==> src/rtl/regfile_arbiter_if.sv <==
// Requester-side command/response bundle for regfile_arbiter: valid/ready commands in, one-cycle response pulses out.
// Port [i] of every field belongs to requester i; no response backpressure.
interface regfile_arbiter_if #(parameter int DATA_W = 8);
  logic [1:0]          req_valid;
  logic [1:0]          req_ready;
  logic [1:0]          req_rw;
  logic [1:0]          req_wsel;
  logic [3:0]          req_rsel;
  logic [2*DATA_W-1:0] req_wdata;
  logic [1:0]          rsp_valid;
  logic [DATA_W-1:0]   rsp_read0;
  logic [DATA_W-1:0]   rsp_read1;

  modport slave (
    input  req_valid, req_rw, req_wsel, req_rsel, req_wdata,
    output req_ready, rsp_valid, rsp_read0, rsp_read1
  );

  modport master (
    output req_valid, req_rw, req_wsel, req_rsel, req_wdata,
    input  req_ready, rsp_valid, rsp_read0, rsp_read1
  );
endinterface

==> src/rtl/regfile_arbiter.sv <==
// Round-robin 2-requester arbiter for the A/B regfile; 3 cycles per op (IDLE accept, ISSUE, RESP), ready only in IDLE.
// Define REGFILE_ARB_FIXED_PRIO_EN for fixed priority (requester 0 always wins); responses cannot be stalled.
module regfile_arbiter #(
  parameter int DATA_W = 8
) (
  input  logic              sysclk_i,
  input  logic              rst_i,
  regfile_arbiter_if.slave  req_if,
  output logic              rf_rw_o,
  output logic              rf_wsel_o,
  output logic [1:0]        rf_rsel_o,
  output logic [DATA_W-1:0] rf_w_o,
  input  logic [DATA_W-1:0] rf_read0_i,
  input  logic [DATA_W-1:0] rf_read1_i
);

  typedef enum logic [1:0] {IDLE, ISSUE, RESP} state_e;

  state_e            state_q, state_d;
  logic              grant_q, grant_d;
  logic              rw_q, rw_d;
  logic              rf_rw_q, rf_rw_d;
  logic              rf_wsel_q, rf_wsel_d;
  logic [1:0]        rf_rsel_q, rf_rsel_d;
  logic [DATA_W-1:0] rf_w_q, rf_w_d;
  logic [DATA_W-1:0] rd0_q, rd0_d;
  logic [DATA_W-1:0] rd1_q, rd1_d;

  logic [1:0]        vld;
  logic              win;
  logic [1:0]        ready;
  logic [1:0]        rsp_vld;
  logic [DATA_W-1:0] rsp_rd0;
  logic [DATA_W-1:0] rsp_rd1;

  assign vld = req_if.req_valid;

`ifdef REGFILE_ARB_FIXED_PRIO_EN
  assign win = ~vld[0];
`else
  logic last_grant_q, last_grant_d;

  // Contended cycles go to whoever did not win last; otherwise the sole requester.
  assign win = (&vld) ? ~last_grant_q : vld[1];

  always_comb begin
    last_grant_d = last_grant_q;
    if (state_q == IDLE && (|vld)) begin
      last_grant_d = win;
    end
  end

  always_ff @(posedge sysclk_i or posedge rst_i) begin
    if (rst_i) begin
      last_grant_q <= 1'b1;
    end else begin
      last_grant_q <= last_grant_d;
    end
  end
`endif

  always_comb begin
    state_d   = state_q;
    grant_d   = grant_q;
    rw_d      = rw_q;
    rf_rw_d   = 1'b0;
    rf_wsel_d = rf_wsel_q;
    rf_rsel_d = rf_rsel_q;
    rf_w_d    = rf_w_q;
    rd0_d     = rd0_q;
    rd1_d     = rd1_q;
    ready     = 2'b00;
    rsp_vld   = 2'b00;
    rsp_rd0   = rd0_q;
    rsp_rd1   = rd1_q;
    unique case (state_q)
      IDLE: begin
        if (|vld) begin
          ready     = win ? 2'b10 : 2'b01;
          grant_d   = win;
          rw_d      = req_if.req_rw[win];
          rf_rw_d   = req_if.req_rw[win];
          rf_wsel_d = req_if.req_wsel[win];
          rf_rsel_d = win ? req_if.req_rsel[3:2] : req_if.req_rsel[1:0];
          rf_w_d    = win ? req_if.req_wdata[2*DATA_W-1:DATA_W]
                          : req_if.req_wdata[DATA_W-1:0];
          state_d   = ISSUE;
        end
      end
      ISSUE: begin
        state_d = RESP;
      end
      RESP: begin
        rsp_vld = grant_q ? 2'b10 : 2'b01;
        // Regfile read data is registered, so it lands exactly in this cycle.
        if (!rw_q) begin
          rsp_rd0 = rf_read0_i;
          rsp_rd1 = rf_read1_i;
          rd0_d   = rf_read0_i;
          rd1_d   = rf_read1_i;
        end
        state_d = IDLE;
      end
      default: begin
        state_d = IDLE;
      end
    endcase
  end

  always_ff @(posedge sysclk_i or posedge rst_i) begin
    if (rst_i) begin
      state_q   <= IDLE;
      grant_q   <= 1'b0;
      rw_q      <= 1'b0;
      rf_rw_q   <= 1'b0;
      rf_wsel_q <= 1'b0;
      rf_rsel_q <= 2'b00;
      rf_w_q    <= '0;
      rd0_q     <= '0;
      rd1_q     <= '0;
    end else begin
      state_q   <= state_d;
      grant_q   <= grant_d;
      rw_q      <= rw_d;
      rf_rw_q   <= rf_rw_d;
      rf_wsel_q <= rf_wsel_d;
      rf_rsel_q <= rf_rsel_d;
      rf_w_q    <= rf_w_d;
      rd0_q     <= rd0_d;
      rd1_q     <= rd1_d;
    end
  end

  assign req_if.req_ready = ready;
  assign req_if.rsp_valid = rsp_vld;
  assign req_if.rsp_read0 = rsp_rd0;
  assign req_if.rsp_read1 = rsp_rd1;
  assign rf_rw_o          = rf_rw_q;
  assign rf_wsel_o        = rf_wsel_q;
  assign rf_rsel_o        = rf_rsel_q;
  assign rf_w_o           = rf_w_q;

endmodule
==> src/flat_wrapper.sv <==
// flat-port wrapper written by rule: the top's interface ports become plain ports
module regfile_arbiter_flat 
#(
  parameter int DATA_W = 8
)
  (sysclk_i, rst_i, rf_rw_o, rf_wsel_o, rf_rsel_o, rf_w_o, rf_read0_i, rf_read1_i, req_if_req_valid, req_if_req_rw, req_if_req_wsel, req_if_req_rsel, req_if_req_wdata, req_if_req_ready, req_if_rsp_valid, req_if_rsp_read0, req_if_rsp_read1);
  regfile_arbiter_if #(.DATA_W(DATA_W)) req_if_i ();
  input  logic sysclk_i;
  input  logic rst_i;
  output logic rf_rw_o;
  output logic rf_wsel_o;
  output logic [1:0] rf_rsel_o;
  output logic [DATA_W-1:0] rf_w_o;
  input  logic [DATA_W-1:0] rf_read0_i;
  input  logic [DATA_W-1:0] rf_read1_i;
  input wire logic [$bits(req_if_i.req_valid)-1:0] req_if_req_valid;
  input wire logic [$bits(req_if_i.req_rw)-1:0] req_if_req_rw;
  input wire logic [$bits(req_if_i.req_wsel)-1:0] req_if_req_wsel;
  input wire logic [$bits(req_if_i.req_rsel)-1:0] req_if_req_rsel;
  input wire logic [$bits(req_if_i.req_wdata)-1:0] req_if_req_wdata;
  output wire logic [$bits(req_if_i.req_ready)-1:0] req_if_req_ready;
  output wire logic [$bits(req_if_i.rsp_valid)-1:0] req_if_rsp_valid;
  output wire logic [$bits(req_if_i.rsp_read0)-1:0] req_if_rsp_read0;
  output wire logic [$bits(req_if_i.rsp_read1)-1:0] req_if_rsp_read1;
  assign req_if_i.req_valid = req_if_req_valid;
  assign req_if_i.req_rw = req_if_req_rw;
  assign req_if_i.req_wsel = req_if_req_wsel;
  assign req_if_i.req_rsel = req_if_req_rsel;
  assign req_if_i.req_wdata = req_if_req_wdata;
  assign req_if_req_ready = req_if_i.req_ready;
  assign req_if_rsp_valid = req_if_i.rsp_valid;
  assign req_if_rsp_read0 = req_if_i.rsp_read0;
  assign req_if_rsp_read1 = req_if_i.rsp_read1;
  regfile_arbiter #(.DATA_W(DATA_W)) u_core (.sysclk_i(sysclk_i), .rst_i(rst_i), .req_if(req_if_i), .rf_rw_o(rf_rw_o), .rf_wsel_o(rf_wsel_o), .rf_rsel_o(rf_rsel_o), .rf_w_o(rf_w_o), .rf_read0_i(rf_read0_i), .rf_read1_i(rf_read1_i));
endmodule
==> config.mk <==
export PLATFORM = sky130hd
export DESIGN_NAME = regfile_arbiter_flat
export DESIGN_NICKNAME = d
export VERILOG_FILES = /design/src/rtl/regfile_arbiter_if.sv /design/src/rtl/regfile_arbiter.sv /design/src/flat_wrapper.sv
export SDC_FILE = /design/constraint.sdc
export NUM_CORES = 1
export LEC_CHECK = 0
export CAP_MARGIN = 20
export CELL_PAD_IN_SITES_DETAIL_PLACEMENT = 0
export CELL_PAD_IN_SITES_GLOBAL_PLACEMENT = 2
export CORE_ASPECT_RATIO = 1.1
export CORE_MARGIN = 10
export CORE_UTILIZATION = 21
export CTS_CLUSTER_SIZE = 24
export DETAILED_ROUTE_END_ITERATION = 10
export PLACE_DENSITY_LB_ADDON = 0.25
export SKIP_LAST_GASP = 1
export SYNTH_ARGS = -nofsm -noshare
export SYNTH_HDL_FRONTEND = slang
export SYNTH_SLANG_ARGS = --single-unit
==> constraint.sdc <==
create_clock -name sysclk_i -period 1.4 [get_ports sysclk_i]
set_input_delay 0.28 -clock sysclk_i [delete_from_list [all_inputs] [get_ports sysclk_i]]
set_output_delay 0.28 -clock sysclk_i [all_outputs]
set_load 0.005 [all_outputs]
# Word level (Yosys, flattened, before mapping)

Cells that the tools add are included.

Word-level logic and storage cells: 40
Output and inout port bits: 32
Input bits: 44
Register bits: 33

Order comparisons: 1
Mux-type cells: 20
Bitwise operators: 1
Reduce and logical (&&, ||, !) cells: 5
Eq/ne operators: 3

Operator list:

| kind                                                                   | number |
|---|---|
| 8-bit two-way mux                                                      | 5 |
| 2-bit two-way mux                                                      | 7 |
| 1-bit two-way mux                                                      | 7 |
| 2-bit case mux with 2 select lines                                     | 1 |
| 2-bit AND reduction                                                    | 2 |
| 2-bit by 1-bit equality test with 1-bit output (second input constant) | 1 |
| 2-bit equality test (second input constant)                            | 1 |
| 2-bit zero test                                                        | 1 |
| 1-bit by 2-bit < comparator with 1-bit output (second input constant)  | 1 |
| 2-bit inequality test (second input constant)                          | 1 |
| 2-bit OR reduction                                                     | 1 |
| 1-bit logical AND                                                      | 1 |
| 1-bit NOT                                                              | 1 |

# Logic depth before layout (Yosys ltp)

Depth in word-level cells: 6
Gate-level depth with buffers: 5
Depth with buffers taken out: 4

# Worst setup path after synthesis

OpenSTA, ideal clock, no wires.

Path kind: reg2out
From: reg u_core.state_q[0]
To: out req_if_rsp_read0[4]
Required time: 1.120 ns
Buffers on the path: 1
Setup slack: -0.135 ns
Data arrival time: 1.255 ns
Cell stages (with the launch flop): 5
Cell sequence: dfrtp_1 nand2b_1 nor2_4 buf_6 mux2_2

Cells in the longest elaborated chain, start to end: 2

RTL lines:

| item                   | line                   | text |
|---|---|---|
| start, declared        | regfile_arbiter.sv:19  | `state_e state_q, state_d;` |
| start signal, assigned | regfile_arbiter.sv:122 | `state_q <= state_d;` |
| 2-bit equality test    | regfile_arbiter.sv:76  | `unique case (state_q)` |
| 8-bit two-way mux      | regfile_arbiter.sv:76  |  |
| end, declared          | flat_wrapper.sv:23     | `output wire logic [$bits(req_if_i.rsp_read0)-1:0] req_if_rsp_read0;` |

Every way passes these cells.

# Final worst setup path

From: reg u_core.state_q[0]
To: out req_if_rsp_read1[6]

Cells in the longest elaborated chain, start to end: 2

RTL lines:

| item                | line                  | text |
|---|---|---|
| 2-bit equality test | regfile_arbiter.sv:76 |  |
| 8-bit two-way mux   | regfile_arbiter.sv:76 |  |
| end, declared       | flat_wrapper.sv:24    | `output wire logic [$bits(req_if_i.rsp_read1)-1:0] req_if_rsp_read1;` |

Every way passes these cells.

==> results.yml <==
floorplan:
  placementRows: 30
  initial_utilization_pct: 21.9
  core_area_mm2: 0.00627
  dieArea_mm2: 0.0102
  die_h_um: 105
  io_pins: 76
  fp.dieW_um: 97.1
routing:
  vias: 1249
  drtIter0Drc: 10
  wl_per_cell_um: 16.1
  firstDrtPassIters: 4
  detail_route.vias_per_cell: 4.28
  wirelength_um: 4710
  antenna_left: 0
  drc_errors: 0
synth:
  syn_area_per_cell_um2: 13.7
  synth.distinct_cells: 21
  yosys_warnings: 0
  syn-num-nets: 144
  synth.yosys.seq_area_share_pct: 60.3
  ys_seq_elements: 33
  syn_area_mm2: 0.00137
  synthCells: 100
final_layout:
  n_antenna_cell: 0
  postLayoutCellArea_mm2: 0.00273
  nFillCells: 598
  multi_input_area_um2: 588
  syn_to_final_growth_pct: 99.1
  fin_nets: 255
  layout-drive-gt1-share_pct: 42.0
  fin_util_pct: 43.6
  layout.cells.non_filler: 292
  seq_area_um2: 827
hold_path:
  hold_class: "input pin to async pin"
timing:
  fin_crit_ns: 1.87
  grt_setup_unrepaired: "true"
  fin_ws_ns: -0.468
  min_period_over_period_pct: 133
  finClkSkew_ns: 0.00898
  relSlewSlack_pct: 84.5
  drv_slew: 0
  setup_tns_ns: -7.51
  clock.fmax_mhz: 535
  tightestPinTransition_ns: 0.233
  finalSetupViolations: 26
  hold_viol: 0
critical_path:
  cp_max_fo: 6
  path_class: "flop to primary output"
  r2r-start: "u_core.state_q[0]"
  crit_required_ns: 1.12
  worstPathArrival_ns: 1.59
  worst_setup_path_start_kind: "flop"
  crit_start: "u_core.state_q[0]"
  endpoint_kind: "primary output"
cts:
  clk_path_buf_depth: 2
  clock_latency_ns: 0.28
  cts_num_sinks: 33
  cts.htree.levels: 2
  cts_inserted_buffers: 5
  clk_pin_slew_ns: 0.07
  root_buffer: "clkbuf_8"
  cts_tree: "built"
global_routing:
  track_usage_pct: 9.51
  gr-total-overflow: 0
  grt_max_degree: 14
  grt_first_pass_wirelength_um: 7830
  antenna_found_initial: 0
  grt_pass1_vias: 1488
job:
  cap_violations: 0
pwr:
  pwr_density_cell_mw_per_mm2: 2120
  finalPower_mw: 5.80
  leakage_nw: 1.26
  vdd.ir_drop.worst_uv: 818
placement:
  place_congestion: 0.752
  place_inst: 263
  dp_hpwl_um: 3480
  postPlaceCellArea_mm2: 0.00235
  port_buffers: 75
status:
  status: "complete, but fails checks"
  violations: "setup timing"
[cells in the mapped netlist]
cell       n  area (µm²)
mux2_2    14         158
nand2_1    1        3.75
o21ai_0    1        5.00
o221ai_1   1        8.76
buf_2      3        15.0
inv_1      5        18.8
nor2_1     5        18.8
dfstp_2    1        26.3
nor2_4     1        11.3
nor2b_1    1        6.26
o21a_1    13        97.6
or2_4      1        8.76
dfrtp_1   32         801
buf_6      2        22.5
nand2b_1   2        12.5
nand3_2    1        10.0
mux2_1     2        22.5
o22ai_1    1        6.26
nand3_1    1        5.00
a221o_1   11         110
inv_2      1        3.75
[worst paths after layout]
| path | to | slack [ns] | cells past startpoint |
|---|---|---|---|
| max | req_if_rsp_read1[6] | -0.47 | 6 |
| min | u_core.rf_rsel_o[0] | 0.22 | 2 |
| max reg2reg | u_core.rd1_q[0] | -0.06 | 6 |
| min reg2reg | u_core.rd0_q[2] | 0.50 | 1 |
| max in group asynchronous | u_core.rf_rsel_o[1] | 0.75 | 3 |
| min in group sysclk_i | u_core.rd0_q[2] | 0.50 | 1 |
[per-layer routing]
| layer | global-route usage, % | share of wire, % |
|---|---|---|
| met1 | 9.85 | 39 |
| met2 | 15.6 | 48 |
| met3 | 5.99 | 12 |
| met4 | 2.85 | 0.36 |
| met5 | 0 | 0 |
[area by class of cell]
| type | instances | share of cell area, % |
|---|---|---|
| tap | 80 | 3.67 |
| sequential | 33 | 30.3 |
| clock buffer | 7 | 3.53 |
| inverter | 6 | 0.825 |
| timing repair buffer | 108 | 40.0 |
| clock inverter | 1 | 0.183 |
| multi-input combinational | 57 | 21.5 |
[cells in the final DEF (no fill, tap or decap), drive strengths merged]
| master | instances |
|---|---|
| buf | 53 |
| clkdlybuf4s50 | 43 |
| dfrtp | 32 |
| mux2 | 16 |
| o21a | 13 |
| dlygate4sd2 | 12 |
| a221o | 11 |
| clkbuf | 7 |
| inv | 6 |
| nor2 | 6 |
| nand3 | 2 |
| or2 | 2 |
| nand2b | 2 |
| nand2 | 1 |
| o21ai | 1 |
| o221ai | 1 |
| o22ai | 1 |
| nor2b | 1 |
| clkinv | 1 |
| dfstp | 1 |
[per-stage QoR]
| stage | setup slack (ns) | hold WS (ns) |
|---|---|---|
| 6_report | -0.468 | 0.223 |
| 5_1_grt | -0.533 | 0.234 |
| 4_1_cts | -0.487 | 0.215 |
| 3_5_place_dp | -0.490 | 0.479 |
| 3_3_place_gp | -0.470 | 0.477 |
| 2_1_floorplan | -0.0933 | 0.408 |
[state kept, by name (all words and copies together) (netlist names)]
register and cells:
u_core.rd0_q 8, u_core.rw_q 1, u_core.rf_wsel_o 1, u_core.rf_w_o 8, u_core.rf_rsel_o 2, u_core.grant_q 1, u_core.rf_rw_o 1, u_core.last_grant_q 1
u_core.state_q 2, u_core.rd1_q 8
[where the power goes]
| group | switching (mW) | internal (mW) | total [mW] |
|---|---|---|---|
| combinational | 1.15 | 2.22 | 3.37 |
| clock | 0.338 | 0.444 | 0.782 |
| sequential | 0.207 | 1.44 | 1.64 |
[timing repair]
| item | CTS | global route |
|---|---|---|
| cloned | 1 | 0 |
| buffers inserted | 20 | 1 |
| resized for setup | 131 | 9 |
| pin swaps | 16 | 5 |
| hold buffers | 0 | 0 |
| endpoints found under the setup margin | 43 | 40 |
[logic make-up after synthesis]
logic type             Yosys count  synth area share, %
muxes                           16                 13.1
and+or+nand+nor                 13                 5.57
DFF                             33                 60.3
buffers and inverters           11                 4.38
AOI/OAI and AO/OA               27                 16.6
[worst max-delay path: stages (launching register included)]
cell and delay (ns):
dfrtp_1 0.37, nand2b_4 0.15, nor2_4 0.12, buf_6 0.15, buf_6 0.10, mux2_4 0.30
buf_6 0.12
(Power assumes the default switching activity.)
